$ cat config.mk
export PLATFORM = sky130hd
export DESIGN_NAME = irq_sequencer_flat
export DESIGN_NICKNAME = d
export VERILOG_FILES = /design/src/rtl/irq_sequencer_if.sv /design/src/rtl/irq_sequencer.sv /design/src/flat_wrapper.sv
export SDC_FILE = /design/constraint.sdc
export NUM_CORES = 1
export LEC_CHECK = 0
export CAP_MARGIN = 20
export CORE_UTILIZATION = 60
export CTS_BUF_LIST = sky130_fd_sc_hd__clkbuf_4 sky130_fd_sc_hd__clkbuf_8
export DETAILED_ROUTE_END_ITERATION = 8
export DONT_BUFFER_PORTS = 1
export PLACE_DENSITY_LB_ADDON = 0.15
export SETUP_SLACK_MARGIN = 0.2
export SLEW_MARGIN = 40
export SYNTH_ARGS = -nofsm -noshare
export SYNTH_HDL_FRONTEND = slang
export SYNTH_SLANG_ARGS = --single-unit
$ cat constraint.sdc
create_clock -name i_clk -period 2.9 [get_ports i_clk]
set_input_delay 0.435 -clock i_clk [delete_from_list [all_inputs] [get_ports i_clk]]
set_output_delay 0.435 -clock i_clk [all_outputs]
set_load 0.01 [all_outputs]
$ cat src/rtl/irq_sequencer_if.sv
// rtl/irq_sequencer_if.sv - redirect handshake between irq_sequencer and the fetch PC mux
// Signals:
//   redirect_req  sequencer -> fetch  redirect pending
//   redirect_pc   sequencer -> fetch  redirect target, stable while redirect_req is high
//   redirect_ack  fetch -> sequencer  redirect accepted this cycle
interface irq_sequencer_if;
    logic        redirect_req;
    logic [31:0] redirect_pc;
    logic        redirect_ack;

    modport master (
        output redirect_req,
        output redirect_pc,
        input  redirect_ack
    );

    modport slave (
        input  redirect_req,
        input  redirect_pc,
        output redirect_ack
    );
endinterface

$ cat src/rtl/irq_sequencer.sv
// rtl/irq_sequencer.sv - trap entry/return sequencer issuing registered PC redirects to fetch
// Ports:
//   i_clk, i_rst                 core clock, asynchronous active-high reset
//   i_nmi, i_int_req, i_tmr_req  interrupt levels, rising edges latched as pending
//   i_ecall, i_ebreak, i_mret    one-cycle decode pulses
//   i_pc_ret                     return address offered by decode this cycle
//   i_en_inter/ecall/int/tmr     global and per-source enables
//   redir (master)               redirect_req / redirect_pc / redirect_ack to fetch
//   o_trap_sel                   source served: NMI=0 EBREAK=1 TMR=2 INT=3 ECALL=4
//   o_epc                        saved return PC
//   o_in_handler                 core is executing a handler
// Optional feature macro: IRQ_NESTED_NMI_EN (one level of NMI preemption of a handler)
module irq_sequencer #(
    parameter logic [31:0] VEC_BASE = 32'h0000_0100
) (
    input  logic                  i_clk,
    input  logic                  i_rst,
    input  logic                  i_nmi,
    input  logic                  i_int_req,
    input  logic                  i_tmr_req,
    input  logic                  i_ecall,
    input  logic                  i_ebreak,
    input  logic                  i_mret,
    input  logic [31:0]           i_pc_ret,
    input  logic                  i_en_inter,
    input  logic                  i_en_ecall,
    input  logic                  i_en_int,
    input  logic                  i_en_tmr,
    irq_sequencer_if.master       redir,
    output logic [2:0]            o_trap_sel,
    output logic [31:0]           o_epc,
    output logic                  o_in_handler
);

    localparam logic [2:0] SEL_NMI    = 3'd0;
    localparam logic [2:0] SEL_EBREAK = 3'd1;
    localparam logic [2:0] SEL_TMR    = 3'd2;
    localparam logic [2:0] SEL_INT    = 3'd3;
    localparam logic [2:0] SEL_ECALL  = 3'd4;

    typedef enum logic [2:0] {
        S_IDLE        = 3'd0,
        S_ENTER       = 3'd1,
        S_HANDLER     = 3'd2,
        S_RETURN      = 3'd3
`ifdef IRQ_NESTED_NMI_EN
        ,
        S_NMI_ENTER   = 3'd4,
        S_NMI_HANDLER = 3'd5,
        S_NMI_RETURN  = 3'd6
`endif
    } state_t;

    state_t      r_state;
    state_t      w_state_n;

    logic        r_nmi_d, r_tmr_d, r_int_d;
    logic        r_nmi_p, r_tmr_p, r_int_p;

    logic        r_redirect_req;
    logic [31:0] r_redirect_pc;
    logic [2:0]  r_trap_sel;
    logic [31:0] r_epc;
    logic        r_in_handler;

    logic        w_req_n;
    logic [31:0] w_pc_n;
    logic [2:0]  w_sel_n;
    logic [31:0] w_epc_n;
    logic        w_handler_n;
    logic        w_clr_nmi, w_clr_tmr, w_clr_int;
    logic        w_elig_tmr, w_elig_int, w_elig_ecall;

`ifdef IRQ_NESTED_NMI_EN
    logic [31:0] r_epc2, w_epc2_n;
    logic [2:0]  r_sel_save, w_sel_save_n;
`endif

    function automatic logic [31:0] vec_addr(input logic [2:0] sel);
        return VEC_BASE + {25'd0, sel, 4'd0};
    endfunction

    // Maskable sources need both the global and their own enable; a masked
    // TMR/INT keeps its pending bit, a masked ECALL pulse simply evaporates.
    assign w_elig_tmr   = r_tmr_p & i_en_tmr & i_en_inter;
    assign w_elig_int   = r_int_p & i_en_int & i_en_inter;
    assign w_elig_ecall = i_ecall & i_en_ecall & i_en_inter;

    always_comb begin
        w_state_n   = r_state;
        w_req_n     = r_redirect_req;
        w_pc_n      = r_redirect_pc;
        w_sel_n     = r_trap_sel;
        w_epc_n     = r_epc;
        w_handler_n = r_in_handler;
        w_clr_nmi   = 1'b0;
        w_clr_tmr   = 1'b0;
        w_clr_int   = 1'b0;
`ifdef IRQ_NESTED_NMI_EN
        w_epc2_n     = r_epc2;
        w_sel_save_n = r_sel_save;
`endif
        case (r_state)
            S_IDLE: begin
                if (r_nmi_p) begin
                    w_sel_n   = SEL_NMI;
                    w_clr_nmi = 1'b1;
                    w_state_n = S_ENTER;
                end else if (i_ebreak) begin
                    w_sel_n   = SEL_EBREAK;
                    w_state_n = S_ENTER;
                end else if (w_elig_tmr) begin
                    w_sel_n   = SEL_TMR;
                    w_clr_tmr = 1'b1;
                    w_state_n = S_ENTER;
                end else if (w_elig_int) begin
                    w_sel_n   = SEL_INT;
                    w_clr_int = 1'b1;
                    w_state_n = S_ENTER;
                end else if (w_elig_ecall) begin
                    w_sel_n   = SEL_ECALL;
                    w_state_n = S_ENTER;
                end
                if (w_state_n == S_ENTER) begin
                    w_req_n = 1'b1;
                    w_pc_n  = vec_addr(w_sel_n);
                    w_epc_n = i_pc_ret;
                end
            end
            S_ENTER: begin
                if (redir.redirect_ack) begin
                    w_state_n   = S_HANDLER;
                    w_req_n     = 1'b0;
                    w_handler_n = 1'b1;
                end
            end
            S_HANDLER: begin
                // mret takes precedence over a same-cycle NMI; the NMI stays pending.
                if (i_mret) begin
                    w_state_n   = S_RETURN;
                    w_req_n     = 1'b1;
                    w_pc_n      = r_epc;
                    w_handler_n = 1'b0;
                end
`ifdef IRQ_NESTED_NMI_EN
                else if (r_nmi_p && (r_trap_sel != SEL_NMI)) begin
                    w_state_n    = S_NMI_ENTER;
                    w_req_n      = 1'b1;
                    w_pc_n       = vec_addr(SEL_NMI);
                    w_epc2_n     = i_pc_ret;
                    w_sel_save_n = r_trap_sel;
                    w_sel_n      = SEL_NMI;
                    w_clr_nmi    = 1'b1;
                    w_handler_n  = 1'b0;
                end
`endif
            end
            S_RETURN: begin
                if (redir.redirect_ack) begin
                    w_state_n = S_IDLE;
                    w_req_n   = 1'b0;
                end
            end
`ifdef IRQ_NESTED_NMI_EN
            S_NMI_ENTER: begin
                if (redir.redirect_ack) begin
                    w_state_n   = S_NMI_HANDLER;
                    w_req_n     = 1'b0;
                    w_handler_n = 1'b1;
                end
            end
            S_NMI_HANDLER: begin
                if (i_mret) begin
                    w_state_n   = S_NMI_RETURN;
                    w_req_n     = 1'b1;
                    w_pc_n      = r_epc2;
                    w_sel_n     = r_sel_save;
                    w_handler_n = 1'b0;
                end
            end
            S_NMI_RETURN: begin
                if (redir.redirect_ack) begin
                    w_state_n   = S_HANDLER;
                    w_req_n     = 1'b0;
                    w_handler_n = 1'b1;
                end
            end
`endif
            default: begin
                w_state_n = S_IDLE;
                w_req_n   = 1'b0;
            end
        endcase
    end

    always_ff @(posedge i_clk or posedge i_rst) begin
        if (i_rst) begin
            r_state        <= S_IDLE;
            r_nmi_d        <= 1'b0;
            r_tmr_d        <= 1'b0;
            r_int_d        <= 1'b0;
            r_nmi_p        <= 1'b0;
            r_tmr_p        <= 1'b0;
            r_int_p        <= 1'b0;
            r_redirect_req <= 1'b0;
            r_redirect_pc  <= 32'd0;
            r_trap_sel     <= SEL_ECALL;
            r_epc          <= 32'd0;
            r_in_handler   <= 1'b0;
`ifdef IRQ_NESTED_NMI_EN
            r_epc2         <= 32'd0;
            r_sel_save     <= SEL_ECALL;
`endif
        end else begin
            r_state        <= w_state_n;
            r_nmi_d        <= i_nmi;
            r_tmr_d        <= i_tmr_req;
            r_int_d        <= i_int_req;
            // A fresh edge re-arms the latch even in the cycle its old request is taken.
            r_nmi_p        <= (r_nmi_p & ~w_clr_nmi) | (i_nmi & ~r_nmi_d);
            r_tmr_p        <= (r_tmr_p & ~w_clr_tmr) | (i_tmr_req & ~r_tmr_d);
            r_int_p        <= (r_int_p & ~w_clr_int) | (i_int_req & ~r_int_d);
            r_redirect_req <= w_req_n;
            r_redirect_pc  <= w_pc_n;
            r_trap_sel     <= w_sel_n;
            r_epc          <= w_epc_n;
            r_in_handler   <= w_handler_n;
`ifdef IRQ_NESTED_NMI_EN
            r_epc2         <= w_epc2_n;
            r_sel_save     <= w_sel_save_n;
`endif
        end
    end

    assign redir.redirect_req = r_redirect_req;
    assign redir.redirect_pc  = r_redirect_pc;
    assign o_trap_sel         = r_trap_sel;
    assign o_epc              = r_epc;
    assign o_in_handler       = r_in_handler;

endmodule

$ cat src/flat_wrapper.sv
// flat-port wrapper written by rule: the top's interface ports become plain ports
module irq_sequencer_flat 
#(
    parameter logic [31:0] VEC_BASE = 32'h0000_0100
)
  (i_clk, i_rst, i_nmi, i_int_req, i_tmr_req, i_ecall, i_ebreak, i_mret, i_pc_ret, i_en_inter, i_en_ecall, i_en_int, i_en_tmr, o_trap_sel, o_epc, o_in_handler, redir_redirect_req, redir_redirect_pc, redir_redirect_ack);
  irq_sequencer_if redir_i ();
  input  logic i_clk;
  input  logic i_rst;
  input  logic i_nmi;
  input  logic i_int_req;
  input  logic i_tmr_req;
  input  logic i_ecall;
  input  logic i_ebreak;
  input  logic i_mret;
  input  logic [31:0] i_pc_ret;
  input  logic i_en_inter;
  input  logic i_en_ecall;
  input  logic i_en_int;
  input  logic i_en_tmr;
  output logic [2:0] o_trap_sel;
  output logic [31:0] o_epc;
  output logic o_in_handler;
  output wire logic [$bits(redir_i.redirect_req)-1:0] redir_redirect_req;
  output wire logic [$bits(redir_i.redirect_pc)-1:0] redir_redirect_pc;
  input wire logic [$bits(redir_i.redirect_ack)-1:0] redir_redirect_ack;
  assign redir_redirect_req = redir_i.redirect_req;
  assign redir_redirect_pc = redir_i.redirect_pc;
  assign redir_i.redirect_ack = redir_redirect_ack;
  irq_sequencer #(.VEC_BASE(VEC_BASE)) u_core (.i_clk(i_clk), .i_rst(i_rst), .i_nmi(i_nmi), .i_int_req(i_int_req), .i_tmr_req(i_tmr_req), .i_ecall(i_ecall), .i_ebreak(i_ebreak), .i_mret(i_mret), .i_pc_ret(i_pc_ret), .i_en_inter(i_en_inter), .i_en_ecall(i_en_ecall), .i_en_int(i_en_int), .i_en_tmr(i_en_tmr), .redir(redir_i), .o_trap_sel(o_trap_sel), .o_epc(o_epc), .o_in_handler(o_in_handler));
endmodule
# After elaboration in Yosys (flattened, before gate mapping)
# Index checks and enable logic that the tools add are counted.
# op_classes
bitwise	21
eq_ne	9
n_reduce_logical	9
mux	37
addsub	1
# ops
operator	count
32-bit two-way mux	2
32-bit one-hot mux with 2 select lines	1
3-bit two-way mux	15
1-bit two-way mux	16
1-bit bitwise AND	12
3-bit one-hot mux with 4 select lines	1
3-bit AND reduction	4
9-bit by 7-bit adder with 10-bit output, first input constant	1
3-bit by 1-bit equality test with 1-bit output, second input constant	2
3-bit by 2-bit equality test with 1-bit output, second input constant	2
2-bit != test, second input constant	3
1-bit NOT	6
2-bit by 1-bit != test with 1-bit output, second input constant	2
2-bit nonzero test	2
3-bit logical NOT	1
1-bit OR	3
1-bit one-hot mux with 3 select lines	1
1-bit one-hot mux with 2 select lines	1
2-bit AND reduction	1
2-bit OR reduction	1
# totals
regBits	78
output_inout_bits	69
wordCells	89

# Depth between registers and ports, before layout
# logic_depth
depth_word	11
mapped_depth	6
mapped_depth_nobuf	4

# Worst setup path after synthesis
# Ideal clock, no wire load.
# synth_path
path_kind	input port to flip-flop
from	input i_en_tmr
to	register u_core.r_epc[0], in the netlist u_core.o_epc[0]
n_path_buf	1
t_arrival_ns	1.524
setup_ns	0.125
setup_slack_ns	1.251
stages	5
cell_sequence	a222oi_1 > o21ai_2 > nand2_2 > buf_6 > mux2_2
# synth_between
elab_chain_cells	8
# synth_lines
element	line_no	source
from (decl)	flat_wrapper.sv:20	input logic i_en_tmr;
1-bit bitwise AND (2 in a row)	irq_sequencer.sv:85	assign w_elig_tmr = r_tmr_p & i_en_tmr & i_en_inter;
3-bit two-way mux	irq_sequencer.sv:112	end else if (w_elig_tmr) begin
3-bit two-way mux	irq_sequencer.sv:109	end else if (i_ebreak) begin
3-bit two-way mux	irq_sequencer.sv:105	if (r_nmi_p) begin
3-bit two-way mux	irq_sequencer.sv:103	case (r_state)
3-bit by 1-bit equality test with 1-bit output	irq_sequencer.sv:124	if (w_state_n == S_ENTER) begin
2-bit AND reduction (no source line)	--	
to (signal assigned)	irq_sequencer.sv:226	r_epc <= w_epc_n;
to (decl)	irq_sequencer.sv:63	logic [31:0] r_epc;
# No other way between the ends. The select of a mux whose other input is x is not followed.
# A chain may end at the register's enable or synchronous reset.

# Worst setup path in the final report
# layout_path
from	register u_core.r_state[2]
to	register u_core.r_epc[5], in the netlist u_core.o_epc[5]
# layout_between
elab_chain_cells	8
word_cells_on_any_way	9
cone_classes	1 x eq/ne; 6 x mux; 2 x reduce/logical
# layout_lines
element	line_no	source
from (decl)	irq_sequencer.sv:54	state_t r_state;
from (signal assigned)	irq_sequencer.sv:215	r_state <= w_state_n;
3-bit two-way mux	irq_sequencer.sv:120	end else if (w_elig_ecall) begin
3-bit two-way mux	irq_sequencer.sv:116	end else if (w_elig_int) begin
3-bit two-way mux	irq_sequencer.sv:112	
3-bit two-way mux	irq_sequencer.sv:109	
3-bit two-way mux	irq_sequencer.sv:105	
3-bit two-way mux	irq_sequencer.sv:103	
3-bit by 1-bit equality test with 1-bit output	irq_sequencer.sv:124	
2-bit AND reduction (no source line) (*)	--	
# Mark *: on every way between the ends. The rest lies on a longest branch, timed or not. The select of a mux whose other input is x is not followed.

==> metrics.log <==
[metrics] Cell Rows: 26
[metrics] Critical Path Sink Type: flop
[metrics] initial cell density of the core: 63.5%
[metrics] Total Wirelength: 5940 um
[metrics] wire length of the first global-routing pass: 9920 um
[metrics] sum of met2 wire segment lengths after detailed routing: 2820 um
[metrics] r2r startpoint: u_core.r_state[2]
[metrics] Iteration-0 DRC Markers: 81
[metrics] Switching Fraction: 31.9%
[metrics] number of setup buffers added after CTS: 0
[metrics] Reg power frac: 55.3%
[metrics] clock root buffer: clkbuf_8
[metrics] final critical-path share of the clock period: 73.7%
[metrics] crit-path max FO: 32
[metrics] most area-consuming cells after synthesis: dfrtp_1 58%, mux2_2 12%, mux2i_1 8.7%
[metrics] count of synthesis-stage warnings from yosys: 0
[metrics] DIE HEIGHT: 76.5 um
[metrics] highest attainable clock frequency: 468 MHz
[metrics] worst r2r path cells: 3
[metrics] sequential share of the synthesized area: 58.7%
[metrics] proportion of layout cells with a drive suffix above 1: 22.1%
[metrics] per-instance average area after synthesis: 12.3 um2
[metrics] deepest level of the CTS H-tree: 3
[metrics] element type at the critical path start: flop
[metrics] total of flip-flops plus latches after synthesis: 78
[metrics] instance area at placement: 3370 um2
[metrics] clock tree from TritonCTS: built
[metrics] RR Endpoint: u_core.o_epc[5]
[metrics] global-route congestion overflow total: 0
[metrics] number of CTS-inserted buffers: 9
[metrics] Clock Skew: 0.00875 ns
[metrics] clock-pin slew of the registers on the worst-case setup and hold paths: 0.08 ns
[metrics] Power Dens Cells: 899 nW/um2
[metrics] Ant. Diodes: 0
[metrics] Finished Layout Cells: 350
[metrics] final hold slack: 0.125 ns
[metrics] number of optimization iterations in the first detailed-route pass: 4
[metrics] Filler Cells Inserted: 414
[metrics] critical path class: flop to flop
[metrics] Final Hold Vio Count: 0
[metrics] most common library cell in the layout ignoring fill and taps: dfrtp_1
[metrics] Inst Count DP: 333
[metrics] DRC violations left: 0
[metrics] Vias: 1944
[metrics] die area: 5850 um2
[metrics] internal power of the cells: 0.00220 W
[metrics] commonest non-fill, non-tap cells in the layout: 77 x dfrtp_1, 37 x nand2_1, 36 x inv_1, 34 x mux2_2, 29 x mux2i_1
[metrics] topmost layer with routed signal wires: met4
[metrics] final sum of negative setup slack: 0 ns
[metrics] number of antenna-violating nets in the routed design: 0
[metrics] distinct cell type count of the synthesized netlist: 35
[metrics] Area Overhead vs Synth: 8.35%
[metrics] net switching power: 0.00103 W
[metrics] Least-Margin Pin Slew: 0.771 ns
[metrics] via density per instance: 5.55
[metrics] GRT Resource Usage Total: 22.2%
[metrics] clock period minus worst slack: 2.14 ns
[metrics] worst-case clock buffer depth: 2
[metrics] count of pins on the block boundary: 114
[metrics] horizontal die dimension: 76.5 um
[metrics] clk_lat worst skew: 0.34 ns
[metrics] Setup crit start: u_core.r_state[2]
[metrics] hold_sp: i_tmr_req
[metrics] Synth top area share: 57.9%
[metrics] Post-Synthesis Cells: 270
[metrics] worst max-slew margin expressed relative to the limit: 48.4%
[metrics] Worst setup endpoint: u_core.o_epc[5]
[metrics] clock network fraction of design power: 27.2%
[metrics] maximum number of pins on one net before global-route repair: 35
[metrics] min-delay worst type: primary input to flop
[metrics] placer's final routability congestion estimate: 0.816
[metrics] result of the run: finished, final reports clean
[metrics] Required @ worst endpoint: 3.12 ns
[metrics] static leakage power: 1.66 nW
[metrics] post-DR wirelength/cell: 17.0 um
[metrics] number of endpoints failing setup at the final stage: 0
[metrics] Register-to-Register Setup Slack: 0.76 ns
[metrics] Detail Placement HPWL: 4150 um
[metrics] sum of met3 wire segment lengths after detailed routing: 571 um
[metrics] arrival time at the worst endpoint: 2.35 ns
[metrics] final net count: 320
[metrics] mapped cell area: 3330 um2
[metrics] top cell type by total area after synthesis: dfrtp_1
[metrics] unrepaired setup endpoints after global routing: no
[metrics] Max Transition Viols Final: 0
[metrics] count of maximum capacitance violations: 0
[metrics] antenna violations before repair: 0
[metrics] peak ir drop on the vdd network: 0.000474 V
[metrics] total non-filler cell area in the finished layout: 3600 um2
[metrics] count of port buffers added during placement: 0
[metrics] proportion of power drawn by combinational gates: 17.5%
[metrics] net count after synthesis: 315
[metrics] Post-Route M1 WL: 2420 um
[metrics] total number of clock tree sinks: 78
[metrics] placeable core area: 5240 um2
[metrics] number of global-route vias before repair: 2116
## cell usage after synthesis
cell,count
o22ai_1,1
a22o_1,1
conb_1,1
nand3_1,2
mux2_1,5
nor2_1,3
nand2b_1,2
o21ai_2,1
nor4_1,1
a21oi_1,1
nor3_4,1
buf_4,1
a211oi_1,1
a222oi_1,1
a221oi_1,1
o41ai_1,1
nor3_1,3
a22oi_1,1
a21oi_4,1
buf_2,5
a2111oi_0,2
a2bb2oi_1,1
buf_6,6
xor2_1,1
dfrtp_1,77
nand2_1,37
nand2_2,1
o21ai_0,6
nor3b_1,1
nor3b_2,1
mux2i_1,29
a31oi_1,2
dfstp_2,1
inv_1,37
mux2_2,34
## power by group through the flow
stage	combinational, W	clock (W)	sequential (W)
finish	0.000567	0.000881	0.00179
global route	0.000623	0.000953	0.00183
CTS	0.000576	0.000903	0.00179
detailed placement	0.000574	0	0.00181
global placement	0.000552	0	0.00180
floorplan	0.000538	0	0.00171
## per-stage QoR
stage	utilization, %	power (W)	setup slack, ns
floorplan	-	0.00225	0.472
global placement	64.4	0.00235	0.814
detailed placement	64.4	0.00239	0.733
CTS	68.8	0.00327	0.737
global route	68.8	0.00341	0.596
finish	68.8	0.00324	0.763
## what timing repair did
action / in CTS / in global routing
gates resized for setup: 0 / 0
hold endpoints to repair: 11 / 0
hold buffers: 1 / 0
## critical path, cell delays in order, from the launching register on
cell and delay [ns]:
dfrtp_1 0.52, nor3_4 0.45, nand2_2 0.56, mux2_1 0.49
## worst min-delay path by stage
stage	end	slack [ns]	depth (start not counted)
6_report	u_core.r_tmr_d	0.13	0
5_1_grt	u_core.r_tmr_d	0.09	0
4_1_cts	u_core.r_int_d	0.11	0
3_5_place_dp	u_core.o_epc[16]	0.24	1
3_3_place_gp	u_core.o_epc[20]	0.24	1
2_1_floorplan	u_core.r_int_p	0.40	1
## state kept, by name, summed over array words and instances (netlist names)
register and flops:
u_core.o_epc 32, u_core.redir.redirect_pc 32, u_core.o_trap_sel 3, u_core.r_state 3, u_core.o_in_handler 1, u_core.r_int_d 1
u_core.r_int_p 1, u_core.r_nmi_d 1, u_core.r_nmi_p 1, u_core.r_tmr_d 1, u_core.r_tmr_p 1, u_core.redir.redirect_req 1
## final cells by class
class                      count  area [um2]  area share, %
clock inverter                 6        85.1           2.36
clock buffer                  10         138           3.82
sequential                    78        1950           54.2
multi-input combinational    143        1140           31.7
inverter                      37         140           3.89
tap                           70        87.6           2.43
timing repair buffer           6        60.1           1.67
## per-layer routing
layer | track usage, % | vias up
met5 | 0 | -
met4 | 11.7 | 0
met3 | 8.50 | 12
met2 | 35.7 | 94
met1 | 25.8 | 939
li1 | - | 899
## cell families (layout without fill, tap and decap cells)
| family | Yosys count | in the layout | synth area share [%] |
|---|---|---|---|
| compound gates | 21 | 21 | 4.70 |
| xor+xnor | 1 | 1 | 0.263 |
| buf+inv | 49 | 59 | 7.18 |
| flops | 78 | 78 | 58.7 |
| mux | 68 | 68 | 21.9 |
| other cells | 1 | 1 | 0.113 |
| simple gates | 52 | 52 | 7.11 |
No activity file was read; power rests on OpenSTA's default activity.
